==> config.mk <==
export PLATFORM = sky130hd
export DESIGN_NAME = atm_session_ctrl
export DESIGN_NICKNAME = d
export VERILOG_FILES = /design/src/rtl/atm_session_ctrl.sv
export SDC_FILE = /design/constraint.sdc
export NUM_CORES = 1
export LEC_CHECK = 0
export ABC_AREA = 0
export CORE_MARGIN = 2
export CORE_UTILIZATION = 50
export CTS_CLUSTER_SIZE = 12
export DETAILED_ROUTE_END_ITERATION = 10
export PLACE_DENSITY = 0.8
export SYNTH_ARGS = -nofsm -noshare
export SYNTH_HDL_FRONTEND = slang
export SYNTH_SLANG_ARGS = --single-unit
==> constraint.sdc <==
create_clock -name clk -period 5.92 [get_ports clk]
set_input_delay 0.592 -clock clk [delete_from_list [all_inputs] [get_ports clk]]
set_output_delay 0.592 -clock clk [all_outputs]
set_load 0.01 [all_outputs]
==> src/rtl/atm_session_ctrl.sv <==
// -----------------------------------------------------------------------------
// atm_session_ctrl
//   ATM session controller. Holds a small account table (number, PIN, balance,
//   lock state, wrong-PIN count), authenticates a card by scanning every slot
//   (fixed latency, independent of where or whether the account matches), then
//   serves balance / withdraw / deposit / transfer / logout requests until the
//   user logs out, aborts with exit, or the menu idles too long.
//
// Ports
//   clk, rst          clock; synchronous active-high reset
//   exit              abort the current session (ignored in IDLE)
//   prov_we/idx/acc/pin
//                     provision one table slot (IDLE only), balance := INIT_BALANCE
//   card_valid, accNumber, pin
//                     login request, accepted when ready in IDLE
//   op_valid, menuOption, amount, destinationAcc
//                     menu request, accepted when ready in MENU
//   ready             request may be accepted this cycle (IDLE or MENU)
//   done              one-cycle result pulse; error/err_code qualified by it
//   error, err_code   0 ok,1 bad creds,2 locked,3 insufficient,4 bad dest,
//                     5 overflow,6 bad op,7 timeout
//   balance           last reported balance, held between results
//   logged_in         high while a session is open (MENU/EXEC/DEST)
// -----------------------------------------------------------------------------
module atm_session_ctrl #(
   parameter int NUM_ACCOUNTS = 10,
   parameter int ACC_W        = 12,
   parameter int PIN_W        = 4,
   parameter int BAL_W        = 16,
   parameter int AMT_W        = 11,
   parameter int MAX_TRIES    = 3,
   parameter int TIMEOUT_CYC  = 255,
   parameter int INIT_BALANCE = 500,
   localparam int IDX_W       = $clog2(NUM_ACCOUNTS)
) (
   input  logic             clk,
   input  logic             rst,
   input  logic             exit,
   input  logic             prov_we,
   input  logic [IDX_W-1:0] prov_idx,
   input  logic [ACC_W-1:0] prov_acc,
   input  logic [PIN_W-1:0] prov_pin,
   input  logic             card_valid,
   input  logic [ACC_W-1:0] accNumber,
   input  logic [PIN_W-1:0] pin,
   input  logic             op_valid,
   input  logic [2:0]       menuOption,
   input  logic [AMT_W-1:0] amount,
   input  logic [ACC_W-1:0] destinationAcc,
   output logic             ready,
   output logic             done,
   output logic             error,
   output logic [2:0]       err_code,
   output logic [BAL_W-1:0] balance,
   output logic             logged_in
);

   localparam int SCAN_W = $clog2(NUM_ACCOUNTS + 1);
   localparam int TRY_W  = $clog2(MAX_TRIES + 1);
   localparam int IDLE_W = $clog2(TIMEOUT_CYC + 1);

   typedef enum logic [2:0] {
      S_IDLE, S_SCAN, S_MENU, S_EXEC, S_DEST
   } state_e;

   typedef enum logic [2:0] {
      ERR_OK, ERR_CREDS, ERR_LOCKED, ERR_FUNDS,
      ERR_DEST, ERR_OVFL, ERR_OP, ERR_TIMEOUT
   } err_e;

   localparam logic [2:0] OP_BAL    = 3'd0;
   localparam logic [2:0] OP_WDRAW  = 3'd1;
   localparam logic [2:0] OP_DEP    = 3'd2;
   localparam logic [2:0] OP_XFER   = 3'd3;
   localparam logic [2:0] OP_LOGOUT = 3'd4;

   // Account table
   logic [ACC_W-1:0] acc_q   [NUM_ACCOUNTS];
   logic [PIN_W-1:0] pin_q   [NUM_ACCOUNTS];
   logic [BAL_W-1:0] bal_q   [NUM_ACCOUNTS];
   logic             valid_q [NUM_ACCOUNTS];
   logic             lock_q  [NUM_ACCOUNTS];
   logic [TRY_W-1:0] tries_q [NUM_ACCOUNTS];

   // Control state
   state_e            state_q,   state_d;
   logic [SCAN_W-1:0] scan_q,    scan_d;
   logic              found_q,   found_d;
   logic [IDX_W-1:0]  match_q,   match_d;
   logic [IDX_W-1:0]  cur_q,     cur_d;
   logic [ACC_W-1:0]  req_acc_q, req_acc_d;   // card number in SCAN, destination in DEST
   logic [PIN_W-1:0]  req_pin_q, req_pin_d;
   logic [2:0]        op_q,      op_d;
   logic [AMT_W-1:0]  amt_q,     amt_d;
   logic              exec_ph_q, exec_ph_d;
   logic [IDLE_W-1:0] idle_q,    idle_d;

   // Output registers
   logic              done_q,    done_d;
   err_e              code_q,    code_d;
   logic [BAL_W-1:0]  bal_o_q,   bal_o_d;
   logic              error_q, ready_q, logged_q;

   // Table update requests from the FSM
   logic              prov_en;
   logic              tries_we, lock_set;
   logic [TRY_W-1:0]  tries_val;
   logic              src_we, dst_we;
   logic [BAL_W-1:0]  src_val, dst_val;

   // Datapath helpers
   logic [IDX_W-1:0]  scan_i;
   logic              scan_end, scan_hit;
   logic [BAL_W-1:0]  amt_ext, src_bal, dst_bal;
   logic [BAL_W:0]    dep_sum, xfer_sum;
   logic [TRY_W-1:0]  tries_nxt;

   assign prov_en   = (state_q == S_IDLE) && prov_we && (int'(prov_idx) < NUM_ACCOUNTS);

   assign scan_i    = scan_q[IDX_W-1:0];
   assign scan_end  = (scan_q == SCAN_W'(NUM_ACCOUNTS));
   // First match only, so duplicate account numbers resolve to the lowest slot.
   assign scan_hit  = !found_q && valid_q[scan_i] && (acc_q[scan_i] == req_acc_q);

   assign amt_ext   = BAL_W'(amt_q);
   assign src_bal   = bal_q[cur_q];
   assign dst_bal   = bal_q[match_q];
   // One extra bit so an overflowing sum is visible rather than wrapping.
   assign dep_sum   = {1'b0, src_bal} + {1'b0, amt_ext};
   assign xfer_sum  = {1'b0, dst_bal} + {1'b0, amt_ext};
   assign tries_nxt = tries_q[match_q] + TRY_W'(1);

   // NOTE: every output of this block gets a default before the case statement,
   // so no path leaves a variable unassigned and no latch is inferred.
   always_comb begin
      state_d   = state_q;
      scan_d    = scan_q;
      found_d   = found_q;
      match_d   = match_q;
      cur_d     = cur_q;
      req_acc_d = req_acc_q;
      req_pin_d = req_pin_q;
      op_d      = op_q;
      amt_d     = amt_q;
      exec_ph_d = exec_ph_q;
      idle_d    = idle_q;
      done_d    = 1'b0;
      code_d    = code_q;
      bal_o_d   = bal_o_q;
      tries_we  = 1'b0;
      tries_val = '0;
      lock_set  = 1'b0;
      src_we    = 1'b0;
      src_val   = '0;
      dst_we    = 1'b0;
      dst_val   = '0;

      case (state_q)
         S_IDLE: begin
            if (card_valid && ready_q) begin
               req_acc_d = accNumber;
               req_pin_d = pin;
               scan_d    = '0;
               found_d   = 1'b0;
               match_d   = '0;
               state_d   = S_SCAN;
            end
         end

         S_SCAN: begin
            if (!scan_end) begin
               if (scan_hit) begin
                  found_d = 1'b1;
                  match_d = scan_i;
               end
               scan_d = scan_q + SCAN_W'(1);
            end else begin
               done_d  = 1'b1;
               state_d = S_IDLE;
               bal_o_d = '0;
               if (!found_q) begin
                  code_d = ERR_CREDS;
               end else if (lock_q[match_q]) begin
                  code_d = ERR_LOCKED;
               end else if (pin_q[match_q] != req_pin_q) begin
                  code_d    = ERR_CREDS;
                  tries_we  = 1'b1;
                  tries_val = tries_nxt;
                  lock_set  = (tries_nxt == TRY_W'(MAX_TRIES));
               end else begin
                  code_d    = ERR_OK;
                  tries_we  = 1'b1;
                  tries_val = '0;
                  cur_d     = match_q;
                  bal_o_d   = bal_q[match_q];
                  idle_d    = '0;
                  state_d   = S_MENU;
               end
            end
         end

         S_MENU: begin
            // Timeout outranks a request arriving on the same edge.
            if (idle_q == IDLE_W'(TIMEOUT_CYC - 1)) begin
               done_d  = 1'b1;
               code_d  = ERR_TIMEOUT;
               bal_o_d = '0;
               state_d = S_IDLE;
            end else if (op_valid && ready_q) begin
               op_d      = menuOption;
               amt_d     = amount;
               req_acc_d = destinationAcc;
               exec_ph_d = 1'b0;
               idle_d    = '0;
               state_d   = S_EXEC;
            end else begin
               idle_d = idle_q + IDLE_W'(1);
            end
         end

         S_EXEC: begin
            if (!exec_ph_q) begin
               // First EXEC cycle: transfers branch off to the destination scan,
               // everything else resolves on the following edge.
               if (op_q == OP_XFER) begin
                  scan_d  = '0;
                  found_d = 1'b0;
                  match_d = '0;
                  state_d = S_DEST;
               end else begin
                  exec_ph_d = 1'b1;
               end
            end else begin
               done_d  = 1'b1;
               idle_d  = '0;
               state_d = S_MENU;
               bal_o_d = src_bal;
               case (op_q)
                  OP_BAL:   code_d = ERR_OK;
                  OP_WDRAW: begin
                     if (amt_ext <= src_bal) begin
                        code_d  = ERR_OK;
                        src_we  = 1'b1;
                        src_val = src_bal - amt_ext;
                        bal_o_d = src_bal - amt_ext;
                     end else begin
                        code_d  = ERR_FUNDS;
                     end
                  end
                  OP_DEP: begin
                     if (!dep_sum[BAL_W]) begin
                        code_d  = ERR_OK;
                        src_we  = 1'b1;
                        src_val = dep_sum[BAL_W-1:0];
                        bal_o_d = dep_sum[BAL_W-1:0];
                     end else begin
                        code_d  = ERR_OVFL;
                     end
                  end
                  OP_LOGOUT: begin
                     code_d  = ERR_OK;
                     bal_o_d = '0;
                     state_d = S_IDLE;
                  end
                  default:  code_d = ERR_OP;
               endcase
            end
         end

         S_DEST: begin
            if (!scan_end) begin
               if (scan_hit) begin
                  found_d = 1'b1;
                  match_d = scan_i;
               end
               scan_d = scan_q + SCAN_W'(1);
            end else begin
               done_d  = 1'b1;
               idle_d  = '0;
               state_d = S_MENU;
               bal_o_d = src_bal;
               if (!found_q || (match_q == cur_q)) begin
                  code_d = ERR_DEST;
               end else if (amt_ext > src_bal) begin
                  code_d = ERR_FUNDS;
               end else if (xfer_sum[BAL_W]) begin
                  code_d = ERR_OVFL;
               end else begin
                  code_d  = ERR_OK;
                  src_we  = 1'b1;
                  src_val = src_bal - amt_ext;
                  dst_we  = 1'b1;
                  dst_val = xfer_sum[BAL_W-1:0];
                  bal_o_d = src_bal - amt_ext;
               end
            end
         end

         default: state_d = S_IDLE;
      endcase

      // Abort drops everything in flight: no result, no table update.
      if (exit && (state_q != S_IDLE)) begin
         state_d  = S_IDLE;
         done_d   = 1'b0;
         bal_o_d  = '0;
         tries_we = 1'b0;
         lock_set = 1'b0;
         src_we   = 1'b0;
         dst_we   = 1'b0;
      end
   end

   // NOTE: sequential state uses non-blocking assignments so every register
   // samples the pre-edge values regardless of statement order.
   always_ff @(posedge clk) begin
      if (rst) begin
         state_q   <= S_IDLE;
         scan_q    <= '0;
         found_q   <= 1'b0;
         match_q   <= '0;
         cur_q     <= '0;
         req_acc_q <= '0;
         req_pin_q <= '0;
         op_q      <= '0;
         amt_q     <= '0;
         exec_ph_q <= 1'b0;
         idle_q    <= '0;
         done_q    <= 1'b0;
         code_q    <= ERR_OK;
         bal_o_q   <= '0;
         error_q   <= 1'b0;
         ready_q   <= 1'b0;
         logged_q  <= 1'b0;
      end else begin
         state_q   <= state_d;
         scan_q    <= scan_d;
         found_q   <= found_d;
         match_q   <= match_d;
         cur_q     <= cur_d;
         req_acc_q <= req_acc_d;
         req_pin_q <= req_pin_d;
         op_q      <= op_d;
         amt_q     <= amt_d;
         exec_ph_q <= exec_ph_d;
         idle_q    <= idle_d;
         done_q    <= done_d;
         code_q    <= code_d;
         bal_o_q   <= bal_o_d;
         error_q   <= (code_d != ERR_OK);
         ready_q   <= (state_d == S_IDLE) || (state_d == S_MENU);
         logged_q  <= (state_d == S_MENU) || (state_d == S_EXEC) || (state_d == S_DEST);
      end
   end

   // NOTE: the table payload (number, PIN, balance) is not reset; it is only
   // ever read through a slot whose valid bit is set, and valid bits are reset.
   always_ff @(posedge clk) begin
      if (!rst) begin
         if (prov_en) begin
            acc_q[prov_idx] <= prov_acc;
            pin_q[prov_idx] <= prov_pin;
            bal_q[prov_idx] <= BAL_W'(INIT_BALANCE);
         end
         if (src_we) bal_q[cur_q]   <= src_val;
         if (dst_we) bal_q[match_q] <= dst_val;
      end
   end

   always_ff @(posedge clk) begin
      if (rst) begin
         for (int i = 0; i < NUM_ACCOUNTS; i++) begin
            valid_q[i] <= 1'b0;
            lock_q[i]  <= 1'b0;
            tries_q[i] <= '0;
         end
      end else begin
         if (prov_en) begin
            valid_q[prov_idx] <= 1'b1;
            lock_q[prov_idx]  <= 1'b0;
            tries_q[prov_idx] <= '0;
         end
         if (tries_we) begin
            tries_q[match_q] <= tries_val;
            if (lock_set) lock_q[match_q] <= 1'b1;
         end
      end
   end

   assign ready     = ready_q;
   assign done      = done_q;
   assign error     = error_q;
   assign err_code  = code_q;
   assign balance   = bal_o_q;
   assign logged_in = logged_q;

endmodule

=== After elaboration in Yosys (flattened, before gate mapping) ===
Memory sizes are Yosys's and may differ from the RTL's. A register that Yosys moved wholly into a read port is not among the register bits.
Index checks and enable logic that the tools add are counted.

* Equal/unequal tests: 31
* Reduce and logical (&&, ||, !) cells: 39
* Add/subtract/negate cells: 6
* Muxes and demuxes: 169
* Bitwise operators: 3
* Order comparisons: 3

{| class="wikitable"
|+ Operators by type and width
! operator !! count
|-
| $mux 16 || 25
|-
| $mux 4 || 26
|-
| $mux 8 || 8
|-
| $pmux 16 s2 || 2
|-
| $pmux 16 s4 || 1
|-
| $mux 1 || 61
|-
| $mux 3 || 16
|-
| $pmux 16 s3 || 1
|-
| $mux 12 || 3
|-
| $add 16x11->17 || 2
|-
| $pmux 8 s4 || 1
|-
| $mux 2 || 14
|-
| $ne 2x2->1 const B || 12
|-
| $pmux 12 s2 || 1
|-
| $pmux 4 s3 || 2
|-
| $eq 3x2->1 const B || 6
|-
| $gt 11x16->1 || 1
|-
| $le 11x16->1 || 1
|-
| $reduce_or 16->1 || 1
|-
| $sub 16x11->16 || 1
|-
| $pmux 3 s5 || 1
|-
| $reduce_and 5->1 || 3
|-
| $eq 12x12->1 || 1
|-
| $pmux 3 s4 || 1
|-
| other kinds (30) || 60
|}

* Word-level logic and storage cells: 274
* Output and inout port bits: 23
* Memories kept: 6
* RAM bits: 360
* Register bits: 78
* Input port bits: 68

{| class="wikitable"
|+ Memories
! name !! depth !! width !! rd ports !! clocked after Yosys merged registers in !! wr ports !! RTL line !! source
|-
| bal_q || 10 || 16 || 2 || 2 || 2 || 80 || <nowiki>logic [BAL_W-1:0] bal_q [NUM_ACCOUNTS];</nowiki>
|-
| acc_q || 10 || 12 || 1 || 1 || 1 || 78 || <nowiki>logic [ACC_W-1:0] acc_q [NUM_ACCOUNTS];</nowiki>
|-
| pin_q || 10 || 4 || 1 || 1 || 1 || 79 || <nowiki>logic [PIN_W-1:0] pin_q [NUM_ACCOUNTS];</nowiki>
|-
| tries_q || 10 || 2 || 1 || 1 || 10 || 83 || <nowiki>logic [TRY_W-1:0] tries_q [NUM_ACCOUNTS];</nowiki>
|-
| lock_q || 10 || 1 || 1 || 1 || 10 || 82 || <nowiki>logic lock_q [NUM_ACCOUNTS];</nowiki>
|-
| valid_q || 10 || 1 || 1 || 1 || 10 || 81 || <nowiki>logic valid_q [NUM_ACCOUNTS];</nowiki>
|}

=== Depth between registers and ports, before layout ===
* Depth after elaboration: 14
* Gate-level depth with buffers: 24
* Depth with buffers taken out: 18

=== Least setup slack after synthesis ===
Ideal clock, no wire load.

* Path kind: reg2reg
* Start point: reg (tool-made name)
* End point: mem bal_q[3][0], enable pin
* Path buffers: 6
* Path slack: -184 ps
* Clock period less this slack: 6,104 ps
* Data arrival time: 5,713 ps
* Setup time: 391 ps
* Stages on the path, launching flop included: 24
* Required time: 5,529 ps
* Path through: dfxtp_1 > buf_6 > buf_12 > buf_6 > buf_1 > mux4_2 > nor2b_1 > a211oi_1 > a21oi_1 > inv_1 > ha_1 > inv_1 > fa_1 > and3_1 > o41ai_1 > o211ai_1 > nor2_1 > nand2_2 > o211a_1 > buf_6 > o31ai_4 > buf_8 > mux2i_1 > o21ai_1

{| class="wikitable"
|+ RTL lines
! what !! RTL line
|-
| end, declared || 80
|}

==> summary.txt <==
STA
  • Fin. max-slew vios: 0
  • FMAX: roughly 180 MHz
  • Worst clock skew: 0.03223 ns
  • Worst slew margin: 0.09397
  • Final Critical Period: ~5.7 ns
  • Finish-stage setup viols: 0
  • Final hold viol count: 0
  • Setup TNS: 0 ns
  • Fraction of the cycle the final worst path needs: 0.9599
  • RSZ-0062 raised after global routing: no
  • Worst Tran Pin Value: between 1 and 1.5 ns
  • Hold_ws: 0.4721 ns

Setup path
  • Reg2reg setup slack: between 0.2 and 0.25 ns
  • Critical path endpoint category: register
  • Startpoint types: register
  • Reg-to-reg endpoint: bal_q[6][3]
  • R2R depth: 20
  • Setup CP Type: reg -> reg
  • Data required, critical path: a little over 6 ns
  • CP max FO: 16
  • CP Data Arrival Time: 5.96 ns

Synthesis
  • FFs w/ async S/R, synth: 0
  • Post-synthesis compound-gate area fraction: 0.1357
  • Mux contribution to synthesized area: 0.1640
  • Synth Instances: approximately 2200
  • Primary FF master, synth: edfxtp_1
  • Yosys warnings: 0
  • Post-Syn Area: around 0.026 sq mm
  • XOR/XNOR share of the synthesized area: 0.02089
  • Synth Area in Simple Gates: 0.1114
  • Post-synthesis sequential area ratio: 0.5128
  • Top-area cell type share of the netlist area: 0.4435
  • FF+latch count, synth: between 400 and 500
  • Synthesized area per cell: roughly 12 sq um
  • Synth cell types: 92
  • Post-synthesis adder-cell area fraction: 0.02146
  • Area leader, netlist: edfxtp_1
  • Post-synth EDFFs: 384
  • Largest family of logic cells by synthesized area: multiplexers
  • Synth area leaders: edfxtp_1, mux4_2, dfxtp_1

Floorplanning
  • Initial core utilization: 0.5058
  • Die width: roughly 230 microns
  • Floorplan row count: 83
  • Area of the die: ~0.054 sq mm
  • I/O pin count: 91
  • Die extent in y: 232.0 microns
  • CORE AREA: between 0.05 and 0.06 sq mm

Min path
  • HP Class: reg -> reg
  • Worst hold stages: 1
  • Hold Crit Start: idle_q[6]
  • WHS Endpoint: idle_q[6]

Pwr
  • Max VDD drop: 0.2316 mV
  • Cell Int Power: between 5000 and 6000 uW
  • Power Density: around 230 mW/mm^2
  • Logic pwr share: 0.038
  • Sequential power share: 0.528
  • Sw Ratio: 0.2156
  • P_sw: 1487 uW
  • LEAKAGE: 0.01031 uW
  • Share of power burned in the clock network: 0.433

Cells and area
  • Final #Nets: ~2400
  • Share of cells above drive strength 1: 0.1665
  • Most frequent cells in the layout: edfxtp_1, mux2i_1, nand2_1, nor2_1, a21oi_1
  • P&R area growth vs syn: 12.94%
  • Fillcell total: between 4000 and 5000
  • Final Core Density: 0.5712
  • Most common cell after layout, fill and taps aside: edfxtp_1
  • Ant. Diodes: 0

Global routing
  • Most Used Layer, Global Route: met2
  • Met1 global-route usage: 0.3490
  • GRT Total Usage: 0.2750
  • Antenna violations before repair: 1
  • Vias in the first global route: around 19000
  • Met2 track demand over resource: 0.4602
  • First-pass GRT wire length: roughly 110000 microns
  • Overflow after GRT: 0
  • GRT met3 Usage: 0.04752
  • Largest net degree at the start of global routing: between 60 and 70

Place
  • GPL Wtd Cong: roughly 0.99
  • Hpwl dp: a little over 50000 microns
  • IO buf count: 90

Drt
  • Drt pass-1 iters: 5
  • Vias per cell: 6.419
  • WL/cell: between 20 and 25 microns
  • Post-route ant nets: 0
  • Vias: between 15000 and 20000
  • DR iter-0 viols: 2422
  • WL final: 74250 microns
  • Drc violations: 0

Clocking
  • Clock Path Buffers: 3
  • Root Buffer: clkbuf_16
  • Post-cts hold buffer count: 0
  • Reg clk slew, reported paths: roughly 0.060 ns
  • Clock sinks: around 470
  • Worst-Skew Late Latency: ~0.62 ns
  • CTS Buf Count: just under 50
  • H-tree lvl count: 2
  • PostCTS Resize Cnt: 0
  • CTS tree: done
  • Post-CTS Repair Setup Buffers: 0

Outcome
  • Outcome: finished clean

Run
  • Max-cap viol count: 0
==> power by group through the flow <==
stage                     combinational [uW]  clock [uW]  sequential (uW)
after floorplan                          153           0             3700
final                                    265        2990             3640
after detailed placement                 259           0             3710
after CTS                                262        3010             3640
after global placement                   251           0             3710
after global routing                     285        3130             3650
==> Yosys cell counts, types with 14 or more instances <==
master and count:
nand2_1 172, nand2b_1 14, ha_1 39, mux2i_1 175
o21bai_1 25, clkbuf_1 85, buf_2 37, buf_1 15
or2_2 19, nor2b_1 53, dfxtp_1 90, o21ai_1 21
o22ai_1 17, a21o_1 16, edfxtp_1 384, mux2_2 21
o21ai_0 80, nor2_1 173, xnor2_1 32, mux4_2 101
nand3_1 14, a21oi_2 14, a21oi_1 153, inv_1 38
a211oi_1 58, a221oi_1 19, xor2_1 30, a31oi_1 18
nor4_1 17, nor3_1 39
==> critical path: stages (launching register included) <==
cell and delay [ns]:
dfxtp_4 0.42, mux4_2 0.50, nor2b_1 0.14, a211oi_1 0.35, a21oi_1 0.17, inv_1 0.13, ha_1 0.18, inv_1 0.06
fa_1 0.46, and3_1 0.20, o41ai_1 0.49, o211ai_1 0.27, nor2_1 0.35, nand2_2 0.16, o211a_1 0.27, o31a_1 0.40
buf_4 0.19, nand2_1 0.06, nand2_1 0.08, o21ai_1 0.14, buf_4 0.31
==> cell type report <==
cell class | count | area, sq um | share of cell area
flip-flops and latches | 474 | 13340 | 0.4544
multi-input cells | 1515 | 11870 | 0.4041
repair buffers | 188 | 1644 | 0.05599
clock buffers | 72 | 1313 | 0.04470
well taps | 680 | 850.8 | 0.02897
clock inverters | 17 | 197.7 | 0.006732
inverters | 40 | 150.1 | 0.005113
==> cells by family (layout without fill, tap and decap cells) <==
| family | Yosys count | count (layout) |
|---|---|---|
| buf+inv | 189 | 317 |
| compound gates | 518 | 518 |
| fa+ha+maj | 43 | 43 |
| mux | 297 | 297 |
| other cells | 1 | 6 |
| flops | 474 | 474 |
| xor+xnor | 62 | 62 |
| simple gates | 589 | 589 |
==> worst max-delay path by stage <==
stage              endpoint  slack (ns)  depth (start not counted)
2_1_floorplan   bal_q[3][0]       -0.18                         23
3_3_place_gp   bal_q[2][12]        0.38                         20
3_5_place_dp   bal_q[2][14]        0.36                         20
4_1_cts         bal_q[2][3]        0.31                         20
5_1_grt         bal_q[6][3]       0.002                         20
6_report        bal_q[6][3]        0.24                         20
==> through the flow <==
step | std cells | instance area (sq um) | setup WS [ns] | power (uW)
after floorplan | 2178 | 26040 | -0.1836 | 3856
after CTS | 2986 | 29360 | 0.3129 | 6913
after detailed placement | 2897 | 27850 | 0.3573 | 3973
final | 2986 | 29360 | 0.2375 | 6897
after global routing | 2986 | 29360 | 0.002323 | 7059
after global placement | 2897 | 27850 | 0.3834 | 3962
==> state kept, by name, indices dropped and copies added (netlist names), named ones only <==
signal and count:
req_acc_q 12, done 1, state_q 3, scan_i 4, logged_in 1, cur_q 4, found_q 1, bal_q 160
pin_q 40, op_q 3, balance 16, exec_ph_q 1, match_q 4, acc_q 120, req_pin_q 4, valid_q 16
err_code 3, amt_q 11, ready 1, idle_q 8, lock_q 16, error 1, tries_q 32
==> per-layer routing <==
metal	part of all wire	vias up	wire length, microns
met5	0.00018	-	13
met4	0.047	2	3490
met3	0.089	234	6587
met2	0.49	1033	36130
met1	0.38	9425	28040
li1	-	8474	-
Note: power is estimated with default switching activity, not from simulation.
